<file path="config.mk">
export PLATFORM = sky130hd
export DESIGN_NAME = conv_ctrl
export DESIGN_NICKNAME = d
export VERILOG_FILES = /design/src/rtl/conv_ctrl.sv
export SDC_FILE = /design/constraint.sdc
export NUM_CORES = 1
export LEC_CHECK = 0
export ABC_AREA = 1
export BUFFER_PORTS_ARGS = -buffer_cell sky130_fd_sc_hd__buf_2
export CAP_MARGIN = 20
export CELL_PAD_IN_SITES_DETAIL_PLACEMENT = 1
export CELL_PAD_IN_SITES_GLOBAL_PLACEMENT = 2
export CORE_UTILIZATION = 29
export DETAILED_ROUTE_END_ITERATION = 6
export PLACE_DENSITY = 0.86
export SYNTH_ARGS = -nofsm -noshare
export SYNTH_HDL_FRONTEND = slang
export SYNTH_SLANG_ARGS = --single-unit
</file>
<file path="constraint.sdc">
create_clock -name clk -period 3.6 [get_ports clk]
set_input_delay 0.36 -clock clk [delete_from_list [all_inputs] [get_ports clk]]
set_output_delay 0.36 -clock clk [all_outputs]
set_load 0.005 [all_outputs]
</file>
<file path="src/rtl/conv_ctrl.sv">
// Sequencing FSM for the convolution datapath: load config, accumulate each window, store, advance filter/row.
// Optional stall counter output is compiled in with `define CONV_CTRL_STALL_CNT_EN.
module conv_ctrl #(
  parameter int PCNT_WIDTH = 16
) (
  input  logic                  clk,
  input  logic                  rst,
  input  logic                  start,
  input  logic                  av_data,
  input  logic                  av_filter,
  input  logic                  co_filter,
  input  logic                  end_of_row,
  input  logic                  end_of_filter,
  input  logic                  out_ready,
  output logic                  ld_stride,
  output logic                  ld_fileSize,
  output logic                  put_data,
  output logic                  put_filter,
  output logic                  clear_sum,
  output logic                  store_buffer,
  output logic                  next_filter,
  output logic                  next_row,
  output logic                  busy,
  output logic                  done,
  output logic [PCNT_WIDTH-1:0] store_count
`ifdef CONV_CTRL_STALL_CNT_EN
  ,
  output logic [PCNT_WIDTH-1:0] stall_count
`endif
);

  // state | meaning
  // IDLE  | waiting for start
  // LOAD  | load stride/filter size, clear accumulator
  // ACC   | stream elements into the accumulator
  // STORE | write partial sum to the output buffer
  // ADV_F | step to the next filter at the same window
  // ADV_R | step to the next window/row, rewind filters
  // FIN   | one-cycle done pulse
  typedef enum logic [2:0] {
    IDLE,
    LOAD,
    ACC,
    STORE,
    ADV_F,
    ADV_R,
    FIN
  } state_t;

  state_t state, state_nxt;
  logic   avail;
  logic   job_start;

  assign avail     = av_data & av_filter;
  assign job_start = (state == IDLE) && start;

  always_ff @(posedge clk) begin
    if (rst) state <= IDLE;
    else     state <= state_nxt;
  end

  always_comb begin
    state_nxt    = state;
    ld_stride    = 1'b0;
    ld_fileSize  = 1'b0;
    put_data     = 1'b0;
    put_filter   = 1'b0;
    clear_sum    = 1'b0;
    store_buffer = 1'b0;
    next_filter  = 1'b0;
    next_row     = 1'b0;
    busy         = (state != IDLE);
    done         = 1'b0;
    case (state)
      IDLE: begin
        if (start) state_nxt = LOAD;
      end
      LOAD: begin
        ld_stride   = 1'b1;
        ld_fileSize = 1'b1;
        clear_sum   = 1'b1;
        state_nxt   = ACC;
      end
      ACC: begin
        // Both buffers are consumed in lockstep; co_filter only matters on a put.
        put_data   = avail;
        put_filter = avail;
        if (avail && co_filter) state_nxt = STORE;
      end
      STORE: begin
        store_buffer = out_ready;
        if (out_ready) begin
          if (end_of_row && end_of_filter) state_nxt = FIN;
          else if (end_of_filter)          state_nxt = ADV_R;
          else                             state_nxt = ADV_F;
        end
      end
      ADV_F: begin
        next_filter = 1'b1;
        clear_sum   = 1'b1;
        state_nxt   = ACC;
      end
      ADV_R: begin
        next_row  = 1'b1;
        clear_sum = 1'b1;
        state_nxt = ACC;
      end
      FIN: begin
        done      = 1'b1;
        state_nxt = IDLE;
      end
      default: state_nxt = IDLE;
    endcase
  end

  always_ff @(posedge clk) begin
    if (rst || job_start) begin
      store_count <= '0;
    end else if (store_buffer && (store_count != '1)) begin
      store_count <= store_count + 1'b1;
    end
  end

`ifdef CONV_CTRL_STALL_CNT_EN
  logic stall;

  assign stall = ((state == ACC) && !avail) || ((state == STORE) && !out_ready);

  always_ff @(posedge clk) begin
    if (rst || job_start) begin
      stall_count <= '0;
    end else if (stall && (stall_count != '1)) begin
      stall_count <= stall_count + 1'b1;
    end
  end
`endif

endmodule

</file>
==> results.toml <==
[cts]
cts_tree = "yes"
post_cts_resize_count = 0
clk_latency_ps = 260
htree_levels = 1
cts-root-buf = "clkbuf_8"
clock-sinks = 19
cts_made_buffers = 3
cts.reportedPaths.clkPinSlew_ps = 70
cts_buffer_depth = 2
cts_hold_buf = 0
postCtsSetupBuffers = 0

[sta]
relSlewSlack = 0.686
min_period_over_period = 0.494
setup_viol = 0
tightestPinTransition_ps = 470
fin_ws_ps = 1820
fin_setup_tns_ps = 0
skew_ps = 3.22
final_max_slew_viol_count = 0
rsz0062_at_grt = "false"
finalHoldViolations = 0
max_freq_mhz = 562
min_period_ps = 1780

[detailed_routing]
via_per_inst = 4.58
vias = 1270
drtAntennaViolNets = 0
post_drt_wl_per_cell_um = 11.1
drt_iter0_drc = 28
drcViolationCount = 0
routed_wl_um = 3080
dr.pass1.iters = 4

[floorplan]
initial_core_util = 0.308
io_pins = 35
dieHeight_um = 67.9
coreArea_um2 = 4090
die_area_um2 = 4610
rows = 23
die_w_um = 67.9

[synthesis]
syn-num-nets = 203
synth_seq_cells = 19
seq_area_frac_synth = 0.302
synth_cell_types = 27
syn_inst = 193
syn_avg_cell_area_um2 = 6.53
synth_commonest_cells = "55 x nand2_1, 31 x nor2_1, 20 x inv_1"
synthTopCellsByArea = "dfxtp_1 30%, nand2_1 16%, nor2_1 9.2%, a21oi_2 6.3%, inv_1 6.0%"
synth_edf_count = 0
synth_area_um2 = 1260
ys_warn_count = 0
ys.flop_type = "dfxtp_1"
synth_top_area_share = 0.302
synth_top_cell_by_area = "dfxtp_1"
yosysMostFrequentCell = "nand2_1"
async_reset_ff_frac = 0

[hold_path]
worstHoldPathCells = 2
hold_path.startpoint = "rst"
worstHoldPathType = "in -> reg"

[cells_and_area]
regArea_um2 = 380
n_antenna_cell = 0
drive_gt1_frac = 0.278
fin_cells = 277
nets = 238
multi_input_area_um2 = 739
area_growth_pct = 18.6
fill_cells = 575

[placed_design]
pre_cts_ws_ps = 1950
portBuffers = 34
hpwl_um = 2370
place_congestion = 0.730
place_inst = 273

[global_routing]
grt_pass1_vias = 1219
antenna_found_initial = 0
grt_pass1_wl_um = 5440
gr-total-overflow = 0
grt_max_degree = 16
grt_usage = 0.156

[job]
cap_violations = 0

[run_status]
status = "finished clean"

[critical_path]
r2r-start = "store_count[0]$_SDFFE_PP0P_"
rr_worst_depth = 9
cp_data_arrival_time_ps = 1420
cp-start-kind = "flip-flop"
crit_path_start = "state[1]$_SDFFE_PP0P_"
critPathMaxFanout = 5
worstPathRequired_ps = 3240
worst-setup-path-type = "reg -> out"
end_kind = "output port"

[power_and_ir_drop]
total_power_uw = 549
vdd_drop_max_uv = 132
power_density_nw_per_um2 = 368
leakagePower_uw = 0.000681
==> critical path, cell delays in order, from the launching register on <==
cell     delay, ps
dfxtp_1        440
inv_1          130
nor3_1         260
and3_1         220
buf_2          110
==> layer usage <==
| layer | part of all wire | vias to the layer above | global-route usage |
|---|---|---|---|
| met1 | 0.51 | 573 | 0.212 |
| met4 | 0.016 | 0 | 0.0703 |
| met2 | 0.44 | 21 | 0.245 |
| met3 | 0.033 | 4 | 0.0200 |
| li1 | - | 672 | - |
| met5 | 0 | - | 0 |
==> placed cells by master, fill, tap and decap left out, drive strengths merged <==
cell / instances
a21oi: 16
inv: 22
clkinv: 1
and3: 1
xor2: 4
nand3b: 1
o21ai: 2
nand3: 13
nand4: 4
xnor2: 1
nand2: 65
nor2: 34
clkbuf: 4
nor3: 4
buf: 35
dfxtp: 19
ha: 1
==> power by group <==
part	leakage (uW)	internal, uW	total, uW	switching [uW]
Clock	0.0000228	79.0	157	77.8
Sequential	0.000153	221	241	20.1
Combinational	0.000505	57.7	152	94.0
==> state kept, by name, indices dropped and copies added, names as in the netlist <==
register,count
state,3
store_count,16
==> final timing paths <==
check | end | slack [ps]
setup / recovery | put_data | 1820
hold / removal | state[2]$_SDFFE_PP0P_ | 290
hold reg to reg | store_count[3]$_SDFFE_PP0P_ | 520
setup reg to reg | store_count[5]$_SDFFE_PP0P_ | 1950
==> cell type report <==
class | instances | area share
Tap cell | 50 | 0.0419
Inverter | 23 | 0.0595
Clock buffer | 4 | 0.0302
Timing Repair Buffer | 35 | 0.119
Multi-Input combinational cell | 146 | 0.495
Sequential cell | 19 | 0.255
==> through the flow <==
step                utilization  hold slack, ps  area (um^2)
floorplan                     -             432         1260
global placement          0.355             507         1450
CTS                       0.366             281         1490
detailed placement        0.355             512         1450
global route              0.366             277         1490
finish                    0.366             289         1490
==> kinds of logic after synthesis <==
logic type,synth area share
fa+ha+maj,0.00993
buf+inv,0.111
flops,0.302
xor+xnor,0.0348
simple gates,0.444
compound gates,0.0983
No activity file was read; power rests on OpenSTA's default activity.
